File: src/rtl/vga_timing_pkg.sv
// rtl/vga_timing_pkg.sv - shared 640x480@60 timing constants and sync bundle type
package vga_timing_pkg;

    // Default horizontal timing (pixels)
    localparam int DEF_H_VISIBLE = 640;
    localparam int DEF_H_FRONT   = 16;
    localparam int DEF_H_SYNC    = 96;
    localparam int DEF_H_BACK    = 48;
    localparam int DEF_H_TOTAL   = DEF_H_VISIBLE + DEF_H_FRONT + DEF_H_SYNC + DEF_H_BACK;

    // Default vertical timing (lines)
    localparam int DEF_V_VISIBLE = 480;
    localparam int DEF_V_FRONT   = 10;
    localparam int DEF_V_SYNC    = 2;
    localparam int DEF_V_BACK    = 33;
    localparam int DEF_V_TOTAL   = DEF_V_VISIBLE + DEF_V_FRONT + DEF_V_SYNC + DEF_V_BACK;

    // Sync windows, inclusive bounds
    localparam int DEF_HS_START  = DEF_H_VISIBLE + DEF_H_FRONT;
    localparam int DEF_HS_END    = DEF_HS_START + DEF_H_SYNC - 1;
    localparam int DEF_VS_START  = DEF_V_VISIBLE + DEF_V_FRONT;
    localparam int DEF_VS_END    = DEF_VS_START + DEF_V_SYNC - 1;

    // Signals that travel together through the output delay line
    typedef struct packed {
        logic hsync;
        logic vsync;
        logic video_on;
        logic line_start;
        logic frame_start;
    } sync_bundle_t;

    // Inclusive window test on a 32-bit count
    function automatic logic in_window(input logic [31:0] val, input int lo, input int hi);
        return (val >= 32'(lo)) && (val <= 32'(hi));
    endfunction

endpackage

File: src/rtl/sig_delay_line.sv
// rtl/sig_delay_line.sv - fixed-depth shift register with per-bit reset value
module sig_delay_line #(
    parameter int               WIDTH   = 1,
    parameter int               DEPTH   = 1,
    parameter logic [WIDTH-1:0] RST_VAL = '0
) (
    input  logic             clk_i,
    input  logic             rst_ni,
    input  logic [WIDTH-1:0] d_i,
    output logic [WIDTH-1:0] q_o
);

    logic [WIDTH-1:0] stage_q [DEPTH];

    // Shift the input through DEPTH register stages
    always_ff @(posedge clk_i or negedge rst_ni) begin
        if (!rst_ni) begin
            for (int i = 0; i < DEPTH; i++) begin
                stage_q[i] <= RST_VAL;
            end
        end else begin
            stage_q[0] <= d_i;
            for (int i = 1; i < DEPTH; i++) begin
                stage_q[i] <= stage_q[i-1];
            end
        end
    end

    assign q_o = stage_q[DEPTH-1];

endmodule

File: src/rtl/vga_sync_gen.sv
// rtl/vga_sync_gen.sv - VGA sync/blank/coordinate decoder with counter sequence checker
module vga_sync_gen
    import vga_timing_pkg::*;
#(
    parameter int H_VISIBLE  = DEF_H_VISIBLE,
    parameter int H_FRONT    = DEF_H_FRONT,
    parameter int H_SYNC     = DEF_H_SYNC,
    parameter int H_BACK     = DEF_H_BACK,
    parameter int V_VISIBLE  = DEF_V_VISIBLE,
    parameter int V_FRONT    = DEF_V_FRONT,
    parameter int V_SYNC     = DEF_V_SYNC,
    parameter int V_BACK     = DEF_V_BACK,
    parameter int SYNC_POL   = 0,
    parameter int PIPE_DELAY = 2
) (
    input  logic        ticks,
    input  logic        reset,
    input  logic [31:0] h_count,
    input  logic [31:0] v_count,
    input  logic        err_clr,
    output logic [9:0]  pixel_x,
    output logic [9:0]  pixel_y,
    output logic        fetch_en,
    output logic        hsync,
    output logic        vsync,
    output logic        video_on,
    output logic        line_start,
    output logic        frame_start,
    output logic        count_err
);

    localparam logic [31:0] H_TOTAL  = 32'(H_VISIBLE + H_FRONT + H_SYNC + H_BACK);
    localparam logic [31:0] V_TOTAL  = 32'(V_VISIBLE + V_FRONT + V_SYNC + V_BACK);
    localparam int          HS_START = H_VISIBLE + H_FRONT;
    localparam int          HS_END   = HS_START + H_SYNC - 1;
    localparam int          VS_START = V_VISIBLE + V_FRONT;
    localparam int          VS_END   = VS_START + V_SYNC - 1;
    localparam logic        SYNC_ACT = (SYNC_POL != 0);

    localparam sync_bundle_t BUNDLE_IDLE = sync_bundle_t'({~SYNC_ACT, ~SYNC_ACT, 3'b000});

    // Combinational decode of the current sample
    logic         in_range;
    logic         visible;
    sync_bundle_t bundle_d;

    always_comb begin
        in_range = (h_count < H_TOTAL) && (v_count < V_TOTAL);
        visible  = in_range && (h_count < 32'(H_VISIBLE)) && (v_count < 32'(V_VISIBLE));

        bundle_d             = BUNDLE_IDLE;
        bundle_d.video_on    = visible;
        if (in_range) begin
            bundle_d.hsync       = in_window(h_count, HS_START, HS_END) ? SYNC_ACT : ~SYNC_ACT;
            bundle_d.vsync       = in_window(v_count, VS_START, VS_END) ? SYNC_ACT : ~SYNC_ACT;
            bundle_d.line_start  = (h_count == '0) && (v_count < 32'(V_VISIBLE));
            bundle_d.frame_start = (h_count == '0) && (v_count == '0);
        end
    end

    // Stage 0: coordinates and fetch request, plus the first stage of the sync bundle
    logic [9:0]   pixel_x_q;
    logic [9:0]   pixel_y_q;
    logic         fetch_en_q;
    sync_bundle_t bundle_q;

    always_ff @(posedge ticks or negedge reset) begin
        if (!reset) begin
            pixel_x_q  <= '0;
            pixel_y_q  <= '0;
            fetch_en_q <= 1'b0;
            bundle_q   <= BUNDLE_IDLE;
        end else begin
            pixel_x_q  <= visible ? h_count[9:0] : 10'd0;
            pixel_y_q  <= visible ? v_count[9:0] : 10'd0;
            fetch_en_q <= visible;
            bundle_q   <= bundle_d;
        end
    end

    // Align sync/blank/strobes with pixel data returning from the frame buffer
    sync_bundle_t bundle_dly;

    sig_delay_line #(
        .WIDTH   (5),
        .DEPTH   (PIPE_DELAY),
        .RST_VAL (BUNDLE_IDLE)
    ) u_sync_dly (
        .clk_i  (ticks),
        .rst_ni (reset),
        .d_i    (bundle_q),
        .q_o    (bundle_dly)
    );

    // Sequence checker: expected successor of the previous sample
    logic        chk_valid_q;
    logic [31:0] prev_h_q;
    logic [31:0] prev_v_q;
    logic        err_q;
    logic [31:0] exp_h;
    logic [31:0] exp_v;
    logic        new_err;
    logic        err_d;

    always_comb begin
        exp_h = (prev_h_q == H_TOTAL - 32'd1) ? 32'd0 : prev_h_q + 32'd1;
        exp_v = prev_v_q;
        if (h_count == '0) begin
            exp_v = (prev_v_q == V_TOTAL - 32'd1) ? 32'd0 : prev_v_q + 32'd1;
        end
        new_err = !in_range || (chk_valid_q && ((h_count != exp_h) || (v_count != exp_v)));
        // A fresh error outranks a simultaneous clear
        err_d = new_err ? 1'b1 : (err_clr ? 1'b0 : err_q);
    end

    // Checker state: first sample after reset only arms the comparison
    always_ff @(posedge ticks or negedge reset) begin
        if (!reset) begin
            chk_valid_q <= 1'b0;
            prev_h_q    <= '0;
            prev_v_q    <= '0;
            err_q       <= 1'b0;
        end else begin
            chk_valid_q <= 1'b1;
            prev_h_q    <= h_count;
            prev_v_q    <= v_count;
            err_q       <= err_d;
        end
    end

    // Suppress drawing while the counters are untrusted; syncs keep running
    assign pixel_x     = pixel_x_q;
    assign pixel_y     = pixel_y_q;
    assign fetch_en    = fetch_en_q && !err_q;
    assign hsync       = bundle_dly.hsync;
    assign vsync       = bundle_dly.vsync;
    assign video_on    = bundle_dly.video_on && !err_q;
    assign line_start  = bundle_dly.line_start;
    assign frame_start = bundle_dly.frame_start;
    assign count_err   = err_q;

endmodule

File: config.mk
export PLATFORM = sky130hd
export DESIGN_NAME = vga_sync_gen
export DESIGN_NICKNAME = d
export VERILOG_FILES = /design/src/rtl/vga_timing_pkg.sv /design/src/rtl/sig_delay_line.sv /design/src/rtl/vga_sync_gen.sv
export SDC_FILE = /design/constraint.sdc
export NUM_CORES = 1
export LEC_CHECK = 0
export ABC_CLOCK_PERIOD_IN_PS = 4600
export CAP_MARGIN = 20
export CELL_PAD_IN_SITES_DETAIL_PLACEMENT = 1
export CELL_PAD_IN_SITES_GLOBAL_PLACEMENT = 1
export CORE_ASPECT_RATIO = 0.9
export CORE_MARGIN = 2
export CORE_UTILIZATION = 42
export CTS_CLUSTER_DIAMETER = 50
export DETAILED_ROUTE_END_ITERATION = 8
export PLACE_DENSITY_LB_ADDON = 0.15
export REMOVE_ABC_BUFFERS = 1
export SKIP_CTS_REPAIR_TIMING = 1
export SYNTH_ARGS = -nofsm -noshare
export SYNTH_HDL_FRONTEND = slang
export SYNTH_SLANG_ARGS = --single-unit
File: constraint.sdc
create_clock -name ticks -period 4.6 [get_ports ticks]
set_input_delay 0.46 -clock ticks [delete_from_list [all_inputs] [get_ports ticks]]
set_output_delay 0.46 -clock ticks [all_outputs]
set_load 0.005 [all_outputs]
==> results of run 1 <==
power by group through the flow:
stage / Clock [mW] / Combinational [mW] / Sequential, mW
3_5_place_dp: 0 / 0.281 / 0.978
3_3_place_gp: 0 / 0.274 / 0.977
5_1_grt: 0.791 / 0.307 / 0.967
6_report: 0.730 / 0.282 / 0.964
2_1_floorplan: 0 / 0.124 / 0.964
4_1_cts: 0.754 / 0.284 / 0.961
area by class of cell:
class                   instances  area share [%]
flip-flops and latches        101            35.9
multi-input cells             433            42.3
clock inverters                 6           0.638
well taps                     168            2.98
repair buffers                106            14.5
inverters                       7           0.372
clock buffers                  10            3.25
cell usage after synthesis (all sizes together), types with 4 or more instances:
cell and instances:
inv 7, nand3 25, xnor2 54, nor4 30, a221oi 4, nand4 32
clkbuf 10, dfstp 6, nor2 25, dfrtp 95, and4 9, o21ai 14
nand2 37, xor2 35, buf 8, nor3 25, and3 12, and2 24
or4 5, mux2i 4, o211ai 4, a211oi 6, a21oi 11, or3 6
nor3b 4, nor2b 8, a31oi 5
cells by family (layout without fill, tap and decap cells):
kind of cell,after synthesis,after routing
compound gates,66,66
simple gates,265,265
other cells,2,2
xor+xnor,89,89
buf+inv,25,129
flops,101,101
fa+ha+maj,4,4
mux,7,7
worst register-to-register path, delay by kind of cell (launching register included):
family | cells | cell delay, ps
muxes | 1 | 420
adders and majority gates | 1 | 320
AOI/OAI and AO/OA | 1 | 250
DFF | 1 | 460
and+or+nand+nor | 7 | 2580
cells in the final DEF, fill, tap and decap left out, types with 12 or more instances in the layout:
master / instances
nand2_1: 37
o21ai_0: 13
nor4_1: 26
nand3_1: 25
dfrtp_1: 95
and3_1: 12
clkdlybuf4s50_1: 92
and2_1: 24
nor2_1: 24
nor3_1: 23
xor2_1: 34
xnor2_1: 54
nand4_1: 31
buf_4: 14
stage by stage:
step	cells	total power [mW]
final	831	1.98
after global routing	831	2.07
after CTS	831	2.00
after detailed placement	815	1.26
after global placement	815	1.25
after floorplan	541	1.09
layer usage:
layer	vias up	wire length [µm]	global-route usage (%)
li1	2263	-	-
met1	2474	8080	34.7
met2	142	8770	43.2
met3	43	711	4.83
met4	2	576	10.7
met5	-	10	0
flip-flops by register name, summed over array words and instances (netlist names):
register	count
prev_h_q	32
prev_v_q	32
pixel_x	10
pixel_y	10
bundle_q	5
u_sync_dly.q_o	5
u_sync_dly.stage_q	5
chk_valid_q	1
count_err	1
path summary, 6_finish.rpt:
kind / from / to / slack [ps]
setup / recovery: prev_h_q[0]$_DFF_PN0_ / count_err$_DFFE_PN0P_ / 460
hold / removal: reset / pixel_x[2]$_DFF_PN0_ / 200
setup reg to reg: prev_h_q[0]$_DFF_PN0_ / count_err$_DFFE_PN0P_ / 460
hold reg to reg: u_sync_dly.stage_q[5]$_DFF_PN0_ / u_sync_dly.q_o[0]$_DFF_PN0_ / 350
max in group asynchronous: reset / prev_h_q[18]$_DFF_PN0_ / 3400
min in group ticks: u_sync_dly.stage_q[5]$_DFF_PN0_ / u_sync_dly.q_o[0]$_DFF_PN0_ / 350
==> reports/qor.yml, run 1 <==
floorplanning:
  ios: 94
  rows: 40
  dieWidth_um: 126
  die-area_um2: 14300
  start_util_pct: 42.5
  core_um2: 13200
  dieHeight_um: 114
clock_tree:
  cts_sinks: 101
  clock_path_buffers: 2
  clk_latency_ps: 360
  root_buffer: "clkbuf_16"
  cts_inserted_buffers: 9
  cts_tree: "done"
  cts_max_level: 3
  clkSlewWorstSetupHoldPaths_ps: 80
worst_setup_path:
  worstPathCellList: "ha_1, and4_1, nand3_1, nor3_2, mux2_2, nor4_1, nand4b_1, or4_1, or4_1, o31a_1"
  cp_slowest_cell: "or4_1"
  worstSetupEndpointType: "flop"
  worst-path-stages: 10
  path_max_fanout: 7
  critical_path_class: "flop to flop"
  cpMostUsedCell: "or4_1"
  worstPathArrival_ps: 4400
  cpPeakStageDelay_ps: 540
  cp.required_ps: 4850
  critPathLaunchType: "flop"
  crit_buf_inv: 0
  rr_worst_depth: 10
  path_delay_family: "simple AND/OR/NAND/NOR gates"
final_layout:
  fin_nets: 728
  area_growth_pct: 25.6
  fin_area_um2: 7060
  multi_input_area_um2: 2980
  postLayoutCoreUtil_pct: 53.4
  fillers: 1491
  diodes: 0
  drive_gt1_share_pct: 7.84
  regArea_um2: 2530
timing:
  fin_crit_sh_pct: 90.0
  hold_violations: 0
  finalSetupViolCount: 0
  relSlewSlack_pct: 44.5
  post-route-min-period_ps: 4140
  finalClockSkew_ps: 12.3
  tightestPinTransition_ps: 832
  rsz0062_at_grt: "no"
  timing.fmax_mhz: 242
  setup_tns_ps: 0
  fin_hold_ws_ps: 202
  slew_viol_final: 0
  setup_ws_ps: 459
placed_design:
  pre_cts_ws_ps: 201
  hpwl_um: 13900
  gp_congestion: 0.891
  place_area_um2: 6780
  port_buffers: 93
logic_synthesis:
  synth_top_area_share_pct: 42.3
  ys_seq_area_share_pct: 45.1
  yosysTopAreaCell: "dfrtp_1"
  synth_top_family_by_area: "simple AND/OR/NAND/NOR gates"
  synth_mux_area_share_pct: 1.38
  ys_top_cells_by_area: "dfrtp_1 42%, xnor2_1 8.4%, xor2_1 5.3%"
  synthCells: 559
  yosys_warnings: 0
  synth.avg_cell_area_um2: 10.0
  async_flop_share_pct: 100
  synth_cell_type_count: 66
  synthSimpleGateAreaFrac_pct: 28.5
  synthXorXnorAreaFrac_pct: 14.0
  syn_area_um2: 5620
  ys_ff_latch: 101
  synth-compound-area-share_pct: 8.13
  synth_fa_ha_area_share_pct: 0.847
  ys.flop_type: "dfrtp_1"
  synth_edf_count: 0
power:
  p_per_area_nw_per_um2: 280
  p_seq_share_pct: 48.8
  peakVddDrop_mv: 0.185
  p_clk_share_pct: 37.0
  power_frac_comb_pct: 14.3
  swShare_pct: 28.0
  intPower_mw: 1.42
  cellLeakagePower_nw: 2.67
  p_sw_mw: 0.554
outcome:
  status: "finished, final reports clean"
grt:
  grt_pass1_vias: 5202
  grt_start_max_net_pins: 67
  grt_first_pass_wirelength_um: 29000
  grt.total_usage_pct: 26.3
  grt-ovfl-total: 0
  grt_antenna_before_repair: 1
routing:
  ant_nets: 0
  drc: 0
  wl_per_cell_um: 21.8
  finalWirelength_um: 18200
  viasPerCell: 5.93
  drt_first_pass_iters: 5
  vias: 4924
  drt_iter0_drc: 335
min_path:
  holdCritPathClass: "input port to async pin"
flow_run:
  cap_violations: 0
Power figures use the tool's default switching activity.
==> inputs of run 2 (changes only) <==
--- a/config.mk
+++ b/config.mk
@@ -14,6 +14,7 @@
 export CORE_UTILIZATION = 42
 export CTS_CLUSTER_DIAMETER = 50
 export DETAILED_ROUTE_END_ITERATION = 8
+export MAX_ROUTING_LAYER = met4
 export PLACE_DENSITY_LB_ADDON = 0.15
 export REMOVE_ABC_BUFFERS = 1
 export SKIP_CTS_REPAIR_TIMING = 1
==> constraint.sdc (replaced) <==
create_clock -name ticks -period 4.6 [get_ports ticks]
set_input_delay 0.46 -clock ticks [delete_from_list [all_inputs] [get_ports ticks]]
set_output_delay 0.46 -clock ticks [all_outputs]
set_load 0.02 [all_outputs]
==> run 2 against run 1 <==
  * Combinational power about the same
  * Sequential cell count did not move
  * Register-to-register slack better by 380 ps
  * Sequential share of layout area fell by 0.16 points
  * Largest cell class unchanged
  * Largest power group unchanged
==> reports/qor.yml, run 2 (synthesized netlist as in run 1, its figures left out) <==
timing:
  finalClockSkew_ps: 8.43  # -3.85 ps
  hold_violations: 0  # unchanged
  post-route-min-period_ps: 4020  # -120 ps
  setup_tns_ps: 0  # unchanged
  relSlewSlack_pct: 45.0  # +0.46 points
  tightestPinTransition_ps: 825  # -6.95 ps
  rsz0062_at_grt: "no"
  finalSetupViolCount: 0  # unchanged
  fin_crit_sh_pct: 87.4  # -2.6 points
  slew_viol_final: 0  # unchanged
  setup_ws_ps: 579  # +120 ps
  timing.fmax_mhz: 249  # +3.0%
clock_tree:
  cts_inserted_buffers: 9  # unchanged
  clock_path_buffers: 2  # unchanged
  cts_sinks: 101  # unchanged
  root_buffer: "clkbuf_16"
  cts_max_level: 3  # unchanged
  clkSlewWorstSetupHoldPaths_ps: 80  # about the same
  clk_latency_ps: 360  # about the same
  cts_tree: "done"
routing:
  ant_nets: 0  # unchanged
  drt_iter0_drc: 301  # -10%
  drc: 0  # unchanged
  wl_per_cell_um: 22.0  # +0.81%
  viasPerCell: 5.95  # +0.35%
  drt_first_pass_iters: 4  # -1
  vias: 4947  # +0.47%
  finalWirelength_um: 18300  # +0.93%
grt:
  grt-ovfl-total: 0  # unchanged
  grt.total_usage_pct: 27.5  # +1.2 points
  grt_pass1_vias: 5371  # +3.2%
  grt_start_max_net_pins: 67  # unchanged
  grt_first_pass_wirelength_um: 29600  # +2.1%
  grt_antenna_before_repair: 0  # -1
final_layout:
  fin_nets: 729  # +0.14%
  diodes: 0  # unchanged
  area_growth_pct: 26.2
  final_common_cell: "dfrtp_1"
  drive_gt1_share_pct: 8.13  # +0.29 points
  final_cell_mix: "95 x dfrtp_1, 92 x clkdlybuf4s50_1, 54 x xnor2_1"
  reg_top3: "prev_h_q x32, prev_v_q x32"
power:
  peakVddDrop_mv: 0.186  # +0.71%
  power_frac_comb_pct: 14.0  # -0.3 points
  p_clk_share_pct: 38.4  # +1.4 points
  power_mw: 2.02  # +2.3%
  cellLeakagePower_nw: 2.69  # +0.56%
  intPower_mw: 1.44  # +0.91%
  p_sw_mw: 0.586  # +5.9%
  swShare_pct: 29.0  # +0.98 points
  p_seq_share_pct: 47.6  # -1.2 points
  p_per_area_nw_per_um2: 285  # +1.8%
min_path:
  holdCritPathClass: "input port to async pin"
floorplanning:
  die-area_um2: 14300  # unchanged
  dieHeight_um: 114  # unchanged
  dieWidth_um: 126  # unchanged
  start_util_pct: 42.5  # unchanged
  core_um2: 13200  # unchanged
  rows: 40  # unchanged
  ios: 94  # unchanged
placed_design:
  pre_cts_ws_ps: 162  # -39.2 ps
  hpwl_um: 14300  # +2.7%
  gp_congestion: 0.922  # +3.4%
  port_buffers: 93  # unchanged
worst_setup_path:
  critPathLaunchType: "input port"
  path_delay_family: "simple AND/OR/NAND/NOR gates"
  worstSetupEndpointType: "flop"
  cp_slowest_cell: "nor3_4"
  cpPeakStageDelay_ps: 610  # +70 ps
  path_max_fanout: 17  # +10
  crit_buf_inv: 1  # +1
  worstPathCellList: "clkdlybuf4s50_1, nor3_1, nand3_1, nor3_4, nand4_1, and3b_1, a2111oi_0, o211ai_1, or4_1, o31a_1"
  cp.required_ps: 4860  # about the same
  critical_path_class: "input port to flop"
  worstPathArrival_ps: 4280  # -120 ps
  worst-r2r-setup-slack_ps: 840  # +380 ps
flow_run:
  cap_violations: 0  # unchanged
outcome:
  status: "finished, final reports clean"
run 2: cell types whose count changed in the layout (fill, tap and decap cells not counted), sizes merged:
cell and change:
buf +1, clkbuf -1, inv +1
run 2: worst paths after layout:
| path | start | to | depth (start not counted) |
|---|---|---|---|
| hold / removal | reset | pixel_x[5]$_DFF_PN0_ | 1 |
| hold reg to reg | u_sync_dly.stage_q[9]$_DFF_PN1_ | u_sync_dly.q_o[4]$_DFF_PN1_ | 0 |
| setup / recovery | h_count[5] | count_err$_DFFE_PN0P_ | 10 |
| setup reg to reg | prev_h_q[0]$_DFF_PN0_ | count_err$_DFFE_PN0P_ | 10 |
| min in group ticks | u_sync_dly.stage_q[9]$_DFF_PN1_ | u_sync_dly.q_o[4]$_DFF_PN1_ | 0 |
| max in group asynchronous | reset | prev_v_q[21]$_DFF_PN0_ | 2 |
run 2: power groups by stage:
stage	clock [mW]	combinational [mW]	sequential, mW
after floorplan	0	0.124	0.965
after global placement	0	0.274	0.977
after detailed placement	0	0.281	0.978
after CTS	0.799	0.284	0.961
after global routing	0.836	0.306	0.968
final	0.776	0.282	0.963
run 2: stage by stage:
| stage | area (µm²) | hold WS [ps] | cells | utilization (%) |
|---|---|---|---|---|
| after floorplan | 5540 | 164 | 541 | - |
| after global placement | 6790 | 333 | 816 | 51.4 |
| after detailed placement | 6790 | 346 | 816 | 51.4 |
| after CTS | 7090 | 222 | 832 | 53.6 |
| after global routing | 7090 | 258 | 832 | 53.6 |
| final | 7090 | 188 | 832 | 53.6 |
run 2: final cells by class:
class / count / area (µm²)
clock buffer: 9 / 225
clock inverter: 7 / 73.8
fill: 1447 / 6120
inverter: 7 / 26.3
multi-input combinational: 433 / 2980
sequential: 101 / 2530
tap: 168 / 210
timing repair buffer: 107 / 1030
run 2: layer usage:
layer | global-route usage (%) | routed length [µm] | up-vias
li1 | - | - | 2269
met2 | 44.3 | 9090 | 138
met3 | 6.14 | 875 | 27
met4 | 7.69 | 391 | 0
met1 | 35.2 | 7970 | 2513
met5 | - | 0 | -
